===== src/rtl/genie_pkg.sv =====
// rtl/genie_pkg.sv - shared types for the genie pipeline stage
package genie_pkg;

    typedef enum logic [1:0] {
        OCC_EMPTY = 2'd0,
        OCC_ONE   = 2'd1,
        OCC_FULL  = 2'd2
    } genie_occ_t;

    typedef enum logic {
        PKT_IDLE = 1'b0,
        PKT_IN   = 1'b1
    } genie_pkt_state_t;

endpackage


===== src/rtl/genie_pkt_check.sv =====
// rtl/genie_pkt_check.sv - packet framing and field stability checker
module genie_pkt_check
    import genie_pkg::*;
#(
    parameter int WIDTH_FIELD = 4
) (
    input  logic                   clk,
    input  logic                   reset,
    input  logic                   accept,
    input  logic                   sop,
    input  logic                   eop,
    input  logic [WIDTH_FIELD-1:0] field,
    output logic                   err
);

    genie_pkt_state_t        r_state;
    logic [WIDTH_FIELD-1:0]  r_field;
    logic                    r_err;

    // Track packet framing on accepted beats; any violation latches the sticky error
    always_ff @(posedge clk or negedge reset) begin
        if (!reset) begin
            r_state <= PKT_IDLE;
            r_field <= '0;
            r_err   <= 1'b0;
        end else if (accept) begin
            case (r_state)
                PKT_IDLE: begin
                    if (sop) begin
                        if (!eop) begin
                            r_state <= PKT_IN;
                            r_field <= field;
                        end
                    end else begin
                        r_err <= 1'b1;
                    end
                end
                PKT_IN: begin
                    if (sop) begin
                        // A new sop mid-packet restarts tracking from this beat
                        r_err   <= 1'b1;
                        r_field <= field;
                        r_state <= eop ? PKT_IDLE : PKT_IN;
                    end else begin
                        if (field != r_field) begin
                            r_err <= 1'b1;
                        end
                        if (eop) begin
                            r_state <= PKT_IDLE;
                        end
                    end
                end
                default: r_state <= PKT_IDLE;
            endcase
        end
    end

    assign err = r_err;

endmodule


===== src/rtl/genie_pipe_stage.sv =====
// rtl/genie_pipe_stage.sv - registered elastic skid stage with packet checker
module genie_pipe_stage
    import genie_pkg::*;
#(
    parameter int WIDTH_DATA  = 8,
    parameter int WIDTH_FIELD = 4
) (
    input  logic                   clk,
    input  logic                   reset,
    input  logic [WIDTH_DATA-1:0]  i_data,
    input  logic [WIDTH_FIELD-1:0] i_field,
    input  logic                   i_sop,
    input  logic                   i_eop,
    input  logic                   i_valid,
    output logic                   o_ready,
    output logic [WIDTH_DATA-1:0]  o_data,
    output logic [WIDTH_FIELD-1:0] o_field,
    output logic                   o_sop,
    output logic                   o_eop,
    output logic                   o_valid,
    input  logic                   i_ready,
    output logic                   o_err
);

    localparam int W_BEAT = WIDTH_DATA + WIDTH_FIELD + 2;

    genie_occ_t          r_occ;
    genie_occ_t          w_occ_nxt;
    logic [W_BEAT-1:0]   r_m;
    logic [W_BEAT-1:0]   r_s;
    logic                r_valid;
    logic                r_ready;
    logic [W_BEAT-1:0]   w_in;
    logic                w_accept;
    logic                w_emit;

    assign w_in     = {i_data, i_field, i_sop, i_eop};
    assign w_accept = i_valid && r_ready;
    assign w_emit   = r_valid && i_ready;

    // Next occupancy from the accept/emit pair seen this cycle
    always_comb begin
        w_occ_nxt = r_occ;
        case (r_occ)
            OCC_EMPTY: if (w_accept) w_occ_nxt = OCC_ONE;
            OCC_ONE: begin
                if (w_accept && !w_emit) begin
                    w_occ_nxt = OCC_FULL;
                end else if (!w_accept && w_emit) begin
                    w_occ_nxt = OCC_EMPTY;
                end
            end
            OCC_FULL: if (w_emit) w_occ_nxt = OCC_ONE;
            default: w_occ_nxt = OCC_EMPTY;
        endcase
    end

    // Main/skid entry datapath with registered valid and ready derived from next occupancy
    always_ff @(posedge clk or negedge reset) begin
        if (!reset) begin
            r_occ   <= OCC_EMPTY;
            r_m     <= '0;
            r_s     <= '0;
            r_valid <= 1'b0;
            r_ready <= 1'b0;
        end else begin
            r_occ   <= w_occ_nxt;
            r_valid <= (w_occ_nxt != OCC_EMPTY);
            r_ready <= (w_occ_nxt != OCC_FULL);
            case (r_occ)
                OCC_EMPTY: if (w_accept) r_m <= w_in;
                OCC_ONE: begin
                    if (w_accept && w_emit) begin
                        r_m <= w_in;
                    end else if (w_accept) begin
                        r_s <= w_in;
                    end
                end
                OCC_FULL: if (w_emit) r_m <= r_s;
                default: ;
            endcase
        end
    end

    assign {o_data, o_field, o_sop, o_eop} = r_m;
    assign o_valid = r_valid;
    assign o_ready = r_ready;

    genie_pkt_check #(
        .WIDTH_FIELD (WIDTH_FIELD)
    ) u_pkt_check (
        .clk    (clk),
        .reset  (reset),
        .accept (w_accept),
        .sop    (i_sop),
        .eop    (i_eop),
        .field  (i_field),
        .err    (o_err)
    );

endmodule


===== config.mk =====
export PLATFORM = sky130hd
export DESIGN_NAME = genie_pipe_stage
export DESIGN_NICKNAME = d
export VERILOG_FILES = /design/src/rtl/genie_pkg.sv /design/src/rtl/genie_pkt_check.sv /design/src/rtl/genie_pipe_stage.sv
export SDC_FILE = /design/constraint.sdc
export NUM_CORES = 1
export LEC_CHECK = 0
export ABC_AREA = 1
export CORE_UTILIZATION = 40
export DETAILED_ROUTE_END_ITERATION = 7
export PLACE_DENSITY = 0.74
export SLEW_MARGIN = 40
export SYNTH_ARGS = -nofsm -noshare
export SYNTH_HDL_FRONTEND = slang
export SYNTH_SLANG_ARGS = --single-unit

===== constraint.sdc =====
create_clock -name clk -period 1.62 [get_ports clk]
set_input_delay 0.324 -clock clk [delete_from_list [all_inputs] [get_ports clk]]
set_output_delay 0.324 -clock clk [all_outputs]
set_load 0.1 [all_outputs]

==> flow_metrics.env <==
export IMPL_min_period_ps=1290
export IMPL_status="finished, final reports clean"
export IMPL_grt_start_max_net_pins=39
export IMPL_max_slew_margin_rel_pct=69.1
export IMPL_clock_path_buffers=2
export IMPL_critPathMostFrequentCell="nand2_1"
export IMPL_cp_cell_sequence="clkdlybuf4s50_1 > nand2_1 > inv_1 > nand3_4 > buf_12 > nand2_1 > o21ai_2"
export IMPL_core_area_um2=4090
export IMPL_clk_pin_slew_ps=70
export IMPL_vias_per_cell=4.78
export IMPL_crit_path_start_kind="primary input"
export IMPL_worst_skew_pair_late_latency_ps=290
export IMPL_ant_nets=0
export IMPL_die_area_um2=4590
export IMPL_drt_iter0_markers=105
export IMPL_setup_violations=0
export IMPL_track_usage_pct=15.9
export IMPL_n_fill_cell=360
export IMPL_synthCells=199
export IMPL_hpwl_um=2200
export IMPL_synth_top_area_share_pct=55.0
export IMPL_grt_pass1_wl_um=5380
export IMPL_synth_top_cell_by_area="dfrtp_1"
export IMPL_dr_pass1_iters=4
export IMPL_ys_types=19
export IMPL_skew_ps=4.48
export IMPL_synth_area_leaders="dfrtp_1, nand2_1, o21ai_1"
export IMPL_arrival_ps=1470
export IMPL_place_congestion=0.757
export IMPL_cts_root_buf="clkbuf_8"
export IMPL_dp_slack_ps=8.81
export IMPL_clock_fmax_mhz=774
export IMPL_die_w_um=67.8
export IMPL_overflow=0
export IMPL_critical_path_buf_inv_count=3
export IMPL_hold_path_class="primary input to asynchronous set/reset pin"
export IMPL_grt_pass1_vias=1224
export IMPL_num_rows=23
export IMPL_start_util_pct=42.3
export IMPL_htree_levels=2
export IMPL_ctsResizeCount=0
export IMPL_num_vias=1368
export IMPL_cts_buffers=5
export IMPL_fin_crit_sh_pct=79.8
export IMPL_slowest_delay_ps=450
export IMPL_ff2ff_setup_slack_ps=360
export IMPL_ioPinCount=35
export IMPL_fp_dieH_um=67.8
export IMPL_seq_area_frac_synth_pct=55.0
export IMPL_required_ps=1800
export IMPL_antenna_found_initial=0
export IMPL_cts_tree="yes"
export IMPL_syn2layout_area_growth_pct=37.7
export IMPL_endpoint_kind="flip-flop"
export IMPL_cts_setup_buffers=0
export IMPL_syn_num_nets=217
export IMPL_cp_max_fo=28
export IMPL_crit_family="buffers and inverters"
export IMPL_cts_num_sinks=38
export IMPL_synth_seq_cells=38
export IMPL_route_detailed_drc=0
export IMPL_drive_gt1_share_pct=18.6
export IMPL_antennaDiodeCount=0
export IMPL_numPortBuffers=34
export IMPL_fin_ws_ps=328
export IMPL_yosysWarnings=0
export IMPL_nNetsFinal=255
export IMPL_synth_area_um2=1730
export IMPL_slowest_stage="clkdlybuf4s50_1"
export IMPL_setup_tns_final_ps=0
export IMPL_tightest_slew_ps=464
export IMPL_avgSynthCellArea_um2=8.70
export IMPL_grt_setup_unrepaired="no"
export IMPL_max_cap_violations=0
export IMPL_drt_total_wl_um=3020
export IMPL_finalMaxSlewViolations=0
export IMPL_finalHoldViolations=0
export IMPL_holdBufCountCts=0
export IMPL_avgRoutedWirePerCell_um=10.6
export IMPL_critical_path_class="primary input to flip-flop"
## through the flow
step / cell area [um2] / hold WS [ps] / std cells / util (%)
6_report: 2380 / 71.3 / 286 / 58.3
5_1_grt: 2380 / 115 / 286 / 58.3
4_1_cts: 2380 / 84.5 / 286 / 58.3
3_5_place_dp: 2300 / 401 / 280 / 56.3
3_3_place_gp: 2300 / 401 / 280 / 56.3
2_1_floorplan: 1730 / 28.4 / 199 / -
## synth_stat cells, drive strengths merged
| cell type | n |
|---|---|
| nand3 | 4 |
| dfrtp | 38 |
| a31oi | 1 |
| nand2 | 68 |
| buf | 6 |
| nor2 | 5 |
| clkbuf | 1 |
| inv | 25 |
| o211ai | 1 |
| a22oi | 1 |
| o21ai | 47 |
| a21oi | 2 |
## worst paths after layout
check	startpoint	to	cells past startpoint
max	i_valid	r_s[7]$_DFFE_PN0P_	7
min	reset	r_m[9]$_DFFE_PN0P_	2
max reg2reg	r_occ[0]$_DFF_PN0_	o_valid$_DFF_PN0_	6
min reg2reg	r_s[0]$_DFFE_PN0P_	r_s[0]$_DFFE_PN0P_	2
max in group asynchronous	reset	o_valid$_DFF_PN0_	2
min in group clk	r_s[0]$_DFFE_PN0P_	r_s[0]$_DFFE_PN0P_	2
## cells by family (layout without fill, tap and decap cells)
logic type | after synthesis | after routing | synth area share, %
simple gates | 77 | 77 | 18.9
buf+inv | 32 | 69 | 8.60
compound gates | 52 | 52 | 17.6
flops | 38 | 38 | 55.0
## sequential cells by signal (all words and copies together), names as in the netlist
name	count
u_pkt_check.r_state	1
r_s	14
r_occ	2
r_m	14
u_pkt_check.r_field	4
o_ready	1
u_pkt_check.err	1
o_valid	1
## metal layers
layer / share of wire (%) / global-route usage [%]
met4: 1.8 / 7.03
met3: 5.8 / 5.07
met5: 0 / 0
met2: 45 / 23.8
met1: 47 / 21.0
## area by class of cell
type / instances / area [um2] / share of cell area [%]
sequential: 38 / 953 / 40.0
multi-input combinational: 129 / 631 / 26.5
timing repair buffer: 38 / 561 / 23.5
inverter: 25 / 93.8 / 3.94
clock buffer: 6 / 82.6 / 3.46
tap: 50 / 62.6 / 2.62
## placed cells by master, fill, tap and decap left out, drive strengths merged
cell type,Yosys,layout
nand3,4,4
clkdlybuf4s50,0,16
a21oi,2,2
nand2,68,68
o21ai,47,47
o211ai,1,1
clkbuf,1,6
nor2,5,5
inv,25,25
dfrtp,38,38
a22oi,1,1
a31oi,1,1
buf,6,22
Power is not shown: default switching activity piles up to over one toggle a cycle in this logic, so the estimate is an artifact.
